File: config.mk
export PLATFORM = sky130hd
export DESIGN_NAME = cache_arbiter
export DESIGN_NICKNAME = d
export VERILOG_FILES = /design/src/rtl/cache_arb_pkg.sv /design/src/rtl/cache_arbiter.sv
export SDC_FILE = /design/constraint.sdc
export NUM_CORES = 1
export LEC_CHECK = 0
export ABC_CLOCK_PERIOD_IN_PS = 3800
export BUFFER_PORTS_ARGS = -buffer_cell sky130_fd_sc_hd__buf_2
export CAP_MARGIN = 20
export CELL_PAD_IN_SITES_DETAIL_PLACEMENT = 0
export CELL_PAD_IN_SITES_GLOBAL_PLACEMENT = 2
export CORE_AREA = 5 5 533 535
export CTS_CLUSTER_DIAMETER = 50
export CTS_CLUSTER_SIZE = 10
export DETAILED_ROUTE_END_ITERATION = 12
export DIE_AREA = 0 0 538 540
export HOLD_SLACK_MARGIN = 0.1
export MAX_ROUTING_LAYER = met4
export PLACE_DENSITY_LB_ADDON = 0.05
export SLEW_MARGIN = 5
export SYNTH_ARGS = -nofsm -noshare
export SYNTH_HDL_FRONTEND = slang
export SYNTH_SLANG_ARGS = --single-unit
export TNS_END_PERCENT = 30
File: constraint.sdc
create_clock -name clk -period 3.8 [get_ports clk]
set_clock_uncertainty 0.05 [all_clocks]
set_input_delay 0.19 -clock clk [delete_from_list [all_inputs] [get_ports clk]]
set_output_delay 0.19 -clock clk [all_outputs]
set_load 0.01 [all_outputs]
File: src/rtl/cache_arb_pkg.sv
// Shared types and constants for the I-cache / D-cache physical-memory arbiter.
package cache_arb_pkg;

  localparam int ADDR_W = 32;
  localparam int LINE_W = 256;

  // Arbiter FSM states.
  typedef enum logic [1:0] {
    IDLE  = 2'd0,
    SERVE = 2'd1,
    DONE  = 2'd2
  } arb_state_t;

  // Requester identity, used for both the current owner and the last one served.
  typedef enum logic {
    IC = 1'b0,
    DC = 1'b1
  } arb_req_t;

  // Pick the requester to serve. On a tie, the one not served last wins, so
  // neither cache can starve the other.
  function automatic arb_req_t pick_winner(
    input logic     ic_pend,
    input logic     dc_pend,
    input arb_req_t last
  );
    arb_req_t win;
    if (ic_pend && dc_pend) begin
      win = (last == IC) ? DC : IC;
    end else if (dc_pend) begin
      win = DC;
    end else begin
      win = IC;
    end
    return win;
  endfunction

endpackage

File: src/rtl/cache_arbiter.sv
// Arbiter sharing one physical-memory line port between the I-cache and D-cache.
// A winner is picked in IDLE and its request is latched. The shared port is
// driven from the latched copy during SERVE. The winner then gets its line and
// a one-cycle resp pulse in DONE.
module cache_arbiter #(
  parameter int ADDR_W = cache_arb_pkg::ADDR_W,
  parameter int LINE_W = cache_arb_pkg::LINE_W
) (
  input  logic              clk,
  input  logic              rst,

  input  logic [ADDR_W-1:0] ic_pmem_address,
  input  logic              ic_pmem_read,
  output logic [LINE_W-1:0] ic_pmem_rdata,
  output logic              ic_pmem_resp,

  input  logic [ADDR_W-1:0] dc_pmem_address,
  input  logic              dc_pmem_read,
  input  logic              dc_pmem_write,
  input  logic [LINE_W-1:0] dc_pmem_wdata,
  output logic [LINE_W-1:0] dc_pmem_rdata,
  output logic              dc_pmem_resp,

  output logic [ADDR_W-1:0] pmem_address,
  output logic              pmem_read,
  output logic              pmem_write,
  output logic [LINE_W-1:0] pmem_wdata,
  input  logic [LINE_W-1:0] pmem_rdata,
  input  logic              pmem_resp
);

  import cache_arb_pkg::*;

  arb_state_t        state_q,    state_d;
  arb_req_t          owner_q,    owner_d;
  arb_req_t          last_q,     last_d;
  logic [ADDR_W-1:0] addr_q,     addr_d;
  logic [LINE_W-1:0] wdata_q,    wdata_d;
  logic              rd_q,       rd_d;
  logic              wr_q,       wr_d;
  logic [LINE_W-1:0] ic_rdata_q, ic_rdata_d;
  logic [LINE_W-1:0] dc_rdata_q, dc_rdata_d;
  logic              ic_resp_q,  ic_resp_d;
  logic              dc_resp_q,  dc_resp_d;

  logic              ic_pend_s;
  logic              dc_pend_s;
  arb_req_t          win_s;

  // Request detection and winner selection (only acted on in IDLE).
  always_comb begin
    ic_pend_s = ic_pmem_read;
    dc_pend_s = dc_pmem_read | dc_pmem_write;
    win_s     = pick_winner(ic_pend_s, dc_pend_s, last_q);
  end

  // Next-state and next-output logic for the arbitration FSM.
  always_comb begin
    state_d    = state_q;
    owner_d    = owner_q;
    last_d     = last_q;
    addr_d     = addr_q;
    wdata_d    = wdata_q;
    rd_d       = rd_q;
    wr_d       = wr_q;
    ic_rdata_d = ic_rdata_q;
    dc_rdata_d = dc_rdata_q;
    ic_resp_d  = 1'b0;
    dc_resp_d  = 1'b0;

    case (state_q)
      IDLE: begin
        rd_d = 1'b0;
        wr_d = 1'b0;
        if (ic_pend_s || dc_pend_s) begin
          owner_d = win_s;
          state_d = SERVE;
          if (win_s == DC) begin
            // Read+write together is illegal; it is resolved as a write.
            addr_d  = dc_pmem_address;
            wdata_d = dc_pmem_wdata;
            wr_d    = dc_pmem_write;
            rd_d    = ~dc_pmem_write;
          end else begin
            addr_d  = ic_pmem_address;
            wdata_d = {LINE_W{1'b0}};
            wr_d    = 1'b0;
            rd_d    = 1'b1;
          end
        end else begin
          state_d = IDLE;
        end
      end

      SERVE: begin
        // Requester inputs are ignored here; the latched copy drives the port.
        if (pmem_resp) begin
          rd_d    = 1'b0;
          wr_d    = 1'b0;
          last_d  = owner_q;
          state_d = DONE;
          if (owner_q == DC) begin
            dc_resp_d = 1'b1;
            if (rd_q) begin
              dc_rdata_d = pmem_rdata;
            end else begin
              dc_rdata_d = dc_rdata_q;
            end
          end else begin
            ic_resp_d = 1'b1;
            if (rd_q) begin
              ic_rdata_d = pmem_rdata;
            end else begin
              ic_rdata_d = ic_rdata_q;
            end
          end
        end else begin
          state_d = SERVE;
        end
      end

      DONE: begin
        // Requests are not sampled in DONE; the owner must drop its request now.
        rd_d    = 1'b0;
        wr_d    = 1'b0;
        state_d = IDLE;
      end

      default: begin
        rd_d    = 1'b0;
        wr_d    = 1'b0;
        state_d = IDLE;
      end
    endcase
  end

  // State and datapath registers; async reset drops any in-flight request.
  always_ff @(posedge clk or negedge rst) begin
    if (!rst) begin
      state_q    <= IDLE;
      owner_q    <= IC;
      last_q     <= IC;
      addr_q     <= {ADDR_W{1'b0}};
      wdata_q    <= {LINE_W{1'b0}};
      rd_q       <= 1'b0;
      wr_q       <= 1'b0;
      ic_rdata_q <= {LINE_W{1'b0}};
      dc_rdata_q <= {LINE_W{1'b0}};
      ic_resp_q  <= 1'b0;
      dc_resp_q  <= 1'b0;
    end else begin
      state_q    <= state_d;
      owner_q    <= owner_d;
      last_q     <= last_d;
      addr_q     <= addr_d;
      wdata_q    <= wdata_d;
      rd_q       <= rd_d;
      wr_q       <= wr_d;
      ic_rdata_q <= ic_rdata_d;
      dc_rdata_q <= dc_rdata_d;
      ic_resp_q  <= ic_resp_d;
      dc_resp_q  <= dc_resp_d;
    end
  end

  assign pmem_address  = addr_q;
  assign pmem_wdata    = wdata_q;
  assign pmem_read     = rd_q;
  assign pmem_write    = wr_q;
  assign ic_pmem_rdata = ic_rdata_q;
  assign dc_pmem_rdata = dc_rdata_q;
  assign ic_pmem_resp  = ic_resp_q;
  assign dc_pmem_resp  = dc_resp_q;

endmodule

Word level (Yosys, flattened, before mapping)
Index checks and enable logic that the tools add are counted.

word-level totals
  flip-flop bits (word level) = 808
  input bits = 582
  output and inout port bits = 804
  logic and storage cells = 44

cells by class
  eq/ne operators = 2
  muxes and demuxes = 21
  bitwise operators = 3
  reduce and logical (&&, ||, !) cells = 7

operators by type and width
  operator                                        number
  2-to-1 mux 256 bit                              1
  2-to-1 mux 32 bit                               1
  2-to-1 mux 1 bit                                15
  AND reduction 4 bit                             2
  case mux 1 bit (2 select lines)                 2
  case mux 2 bit (2 select lines)                 1
  AND reduction 2 bit                             2
  == test 2 x 1 -> 1 bit (second input constant)  1
  zero test 2 bit                                 1
  2-to-1 mux 2 bit                                1
  != test 2 bit (second input constant)           1
  NOT 1 bit                                       2
  logical AND 1 bit                               1
  logical OR 1 bit                                1
  bitwise OR 1 bit                                1

Longest topological paths before layout
  word-level depth = 6
  gate-level depth with buffers = 6
  depth with buffers taken out = 3

Least setup slack after synthesis
No wires, ideal clock.

  kind = flip-flop to flip-flop
  from = reg state_q[1]
  to = reg ic_rdata_q[245], in the netlist ic_pmem_rdata[245]
  library setup time = 0.125 ns
  arrival time = 1.613 ns
  data required time = 3.625 ns
  path slack = 2.013 ns
  cell stages (with the launch flop) = 7
  path buffers = 3
  clock period less this slack = 1.787 ns
  cell sequence = dfrtp_1 -> and3b_1 -> buf_2 -> nor3b_4 -> buf_4 -> buf_4 -> mux2_2

on the way
  word-level cells in the longest chain between the ends = 2

RTL lines
  what                                  line                  text
  start: declaration                    cache_arbiter.sv:34   arb_state_t state_q, state_d;
  start signal: assignment              cache_arbiter.sv:152  state_q <= state_d;
  == test 2 x 1 -> 1 bit                cache_arbiter.sv:71   case (state_q)
  AND reduction 4 bit (no source line)  --
  end signal: assignment                cache_arbiter.sv:147  ic_rdata_q <= {LINE_W{1'b0}};
  end signal: assignment                cache_arbiter.sv:159  ic_rdata_q <= ic_rdata_d;
  end: declaration                      cache_arbiter.sv:41   logic [LINE_W-1:0] ic_rdata_q, ic_rdata_d;

No other way between the ends.
A chain may end at the register's enable or synchronous reset.

Final worst setup path
  from = reg last_q
  to = reg addr_q[20], in the netlist pmem_address[20]

on the way
  word-level cells in the longest chain between the ends = 3

RTL lines
  what                      line                  text
  start: declaration        cache_arbiter.sv:36   arb_req_t last_q, last_d;
  start signal: assignment  cache_arbiter.sv:154  last_q <= last_d;
  2-to-1 mux 1 bit          cache_arb_pkg.sv:29   win = (last == IC) ? DC : IC;
  2-to-1 mux 1 bit          cache_arb_pkg.sv:28   if (ic_pend && dc_pend) begin
  2-to-1 mux 32 bit         cache_arbiter.sv:78   if (win_s == DC) begin
  end signal: assignment    cache_arbiter.sv:143  addr_q <= {ADDR_W{1'b0}};
  end signal: assignment    cache_arbiter.sv:155  addr_q <= addr_d;
  end: declaration          cache_arbiter.sv:37   logic [ADDR_W-1:0] addr_q, addr_d;

No other way between the ends.

==> results.sh <==
export IMPL_maxCapViolCount=0
export IMPL_die_area_sq_um=291000
export IMPL_ant_nets=0
export IMPL_cts_tree="done"
export IMPL_netlist_area_sq_um=29700
export IMPL_cp_end_kind="flop"
export IMPL_grt_pass1_wl_microns=258000
export IMPL_numCtsBuffers=184
export IMPL_avgViaCountPerCell=3.19
export IMPL_critPathKind="flop to flop"
export IMPL_drtIter0Drc=724
export IMPL_cts_root_buf="clkbuf_16"
export IMPL_drc=0
export IMPL_nNetsFinal=4875
export IMPL_clk_pin_slew_ns=0.05
export IMPL_num_vias=26400
export IMPL_hold_worst_slack_ns=0.177
export IMPL_tns_ns=0
export IMPL_synth_simple_area_share=0.00248
export IMPL_cp_arrival_ns=3.66
export IMPL_core_area_sq_um=278000
export IMPL_synth_avg_cell_area_sq_um=16.7
export IMPL_synthMuxAreaShare=0.219
export IMPL_ir_drop_mv=0.357
export IMPL_grt_pass1_vias=30200
export IMPL_clock_latency_ns=0.80
export IMPL_io_pins=1386
export IMPL_rsz0062_at_grt="no"
export IMPL_seq_area_frac_synth=0.681
export IMPL_clock_path_buffers=4
export IMPL_finalMaxSlewViolations=0
export IMPL_pwr_density_cell_nw_per_um2=833
export IMPL_wl_per_cell_microns=23.1
export IMPL_wl_microns=191000
export IMPL_hold_viol_final=0
export IMPL_row_count=194
export IMPL_worstHoldPathType="primary input to flop"
export IMPL_status="complete, no violations"
export IMPL_min_period_ns=3.01
export IMPL_synth_top_family_by_area="multiplexers"
export IMPL_synthCells=1779
export IMPL_h_tree_depth=4
export IMPL_final_cell_mix="buf_2, dlygate4sd3_1, dfrtp_1"
export IMPL_antenna_found_initial=127
export IMPL_synth_xor_area_frac=0
export IMPL_ys_warn_count=0
export IMPL_io_buffers=1385
export IMPL_dr_pass1_iters=4
export IMPL_synth_fa_ha_area_frac=0
export IMPL_mostFrequentLayoutCell="buf_2"
export IMPL_setup_viol_count_final=0
export IMPL_grt_start_max_net_pins=124
export IMPL_ys_types=25
export IMPL_synth_seq_cells=808
export IMPL_start_kind="flop"
export IMPL_die_h_microns=540
export IMPL_worstPathRequired_ns=4.44
export IMPL_hpwl_microns=150000
export IMPL_grtUsageTotal=0.131
export IMPL_drive_gt1_frac=0.508
export IMPL_fin_crit_sh=0.792
export IMPL_syn_nets=2361
export IMPL_grt_ovfl_total=0
export IMPL_clock_sinks=808
export IMPL_initial_core_util=0.107
export IMPL_gp_congestion=0.788
export IMPL_p_leak_nw=27.3
export IMPL_worst_pin_slew_ns=0.825
export IMPL_areaGrowthSynthToFinish_pct=96.3
export IMPL_cts_resized=0
export IMPL_die_w_microns=538
export IMPL_relSlewSlack=0.450
export IMPL_synth_compound_area_frac=0.0772
export IMPL_max_freq_mhz=332
export IMPL_crit_fanout=32
repair_timing:
| action | CTS | global route |
|---|---|---|
| hold buffers | 1009 | 0 |
| setup buffers | 0 | 0 |
| hold endpoints to repair | 1321 | 0 |
area by class of cell:
type                    count  area (sq um)
well taps                3724          4660
clock inverters           106          1420
diodes                     98           245
repair buffers           2448         17800
multi-input cells         850          8910
clock buffers             231          5100
fillers                 30300        220000
flip-flops and latches    808         20200
inverters                   1          3.75
power breakdown:
group | leakage, nW | internal [W] | switching [W] | total, W
Clock | 3.18 | 0.0113 | 0.00564 | 0.0169
Sequential | 10.1 | 0.0126 | 0.00215 | 0.0148
Combinational | 14.1 | 0.00732 | 0.00958 | 0.0169
Total | 27.3 | 0.0312 | 0.0174 | 0.0486
cell families after synthesis:
| kind of cell | after synthesis |
|---|---|
| buffers and inverters | 121 |
| muxes | 577 |
| DFF | 808 |
| and+or+nand+nor | 10 |
| AOI/OAI and AO/OA | 263 |
sequential cells by signal, indices dropped and copies added, names as in the netlist:
register       count
dc_pmem_rdata    256
dc_pmem_resp       1
ic_pmem_rdata    256
ic_pmem_resp       1
last_q             1
owner_q            1
pmem_address      32
pmem_read          1
pmem_wdata       256
pmem_write         1
state_q            2
per-stage QoR:
stage / power (W) / util / instance area, sq um / setup slack [ns] / std cells
floorplan: 0.0216 / - / 29700 / 2.01 / 1779
finish: 0.0486 / 0.209 / 58300 / 0.789 / 8266
CTS: 0.0502 / 0.209 / 58100 / 0.747 / 8168
detailed placement: 0.0315 / 0.149 / 41400 / 1.01 / 6822
global route: 0.0515 / 0.209 / 58300 / 0.689 / 8257
global placement: 0.0315 / 0.149 / 41400 / 1.07 / 6822
final timing paths:
check / from / endpoint / slack [ns] / cells after the start
worst min-delay path: dc_pmem_wdata[7] / pmem_wdata[7]$_DFFE_PN0P_ / 0.18 / 3
worst min register to register: ic_pmem_rdata[188]$_DFFE_PN0P_ / ic_pmem_rdata[188]$_DFFE_PN0P_ / 0.43 / 1
max in group asynchronous: rst / ic_pmem_rdata[4]$_DFFE_PN0P_ / 2.58 / 3
worst max register to register: last_q$_DFFE_PN0P_ / pmem_address[20]$_DFFE_PN0P_ / 0.79 / 6
min in group asynchronous: rst / ic_pmem_rdata[100]$_DFFE_PN0P_ / 0.25 / 3
worst max-delay path: last_q$_DFFE_PN0P_ / pmem_address[20]$_DFFE_PN0P_ / 0.79 / 6
Yosys cell counts:
library cell    n  area (sq um)
nor3_1          1          5.00
buf_1           3          11.3
o31ai_1         1          7.51
nor3b_4         1          18.8
a21oi_1         1          5.00
nor2_1          1          3.75
dfrtp_1       808         20200
a21boi_0        1          7.51
inv_1           1          3.75
mux2_1         82           923
o32ai_1         1          8.76
clkbuf_1       33           124
and2_1          1          6.26
o2bb2ai_1       1          8.76
buf_4          27           203
nand3_1         1          5.00
a22o_1        256          2240
nor2b_1         1          6.26
nand3b_1        1          7.51
nand2b_1        2          12.5
mux2_2        495          5570
and3b_1         1          8.76
a21o_1          1          7.51
buf_2          57           285
o21ai_0         1          5.00
worst max-delay path, stage by stage, from the launching register on:
cell	delay, ns
dfrtp_1	0.42
o2bb2ai_4	0.15
buf_4	0.49
mux2_2	0.40
dlygate4sd3_1	0.54
mux2_2	0.25
dlygate4sd3_1	0.56
metal layers:
metal	vias up	global-route usage	wire [microns]
met5	-	-	0
met4	0	0.0319	4980
met3	281	0.0535	18600
met2	1077	0.236	100000
met1	13200	0.130	67400
li1	11800	-	-
(Power assumes the default switching activity.)
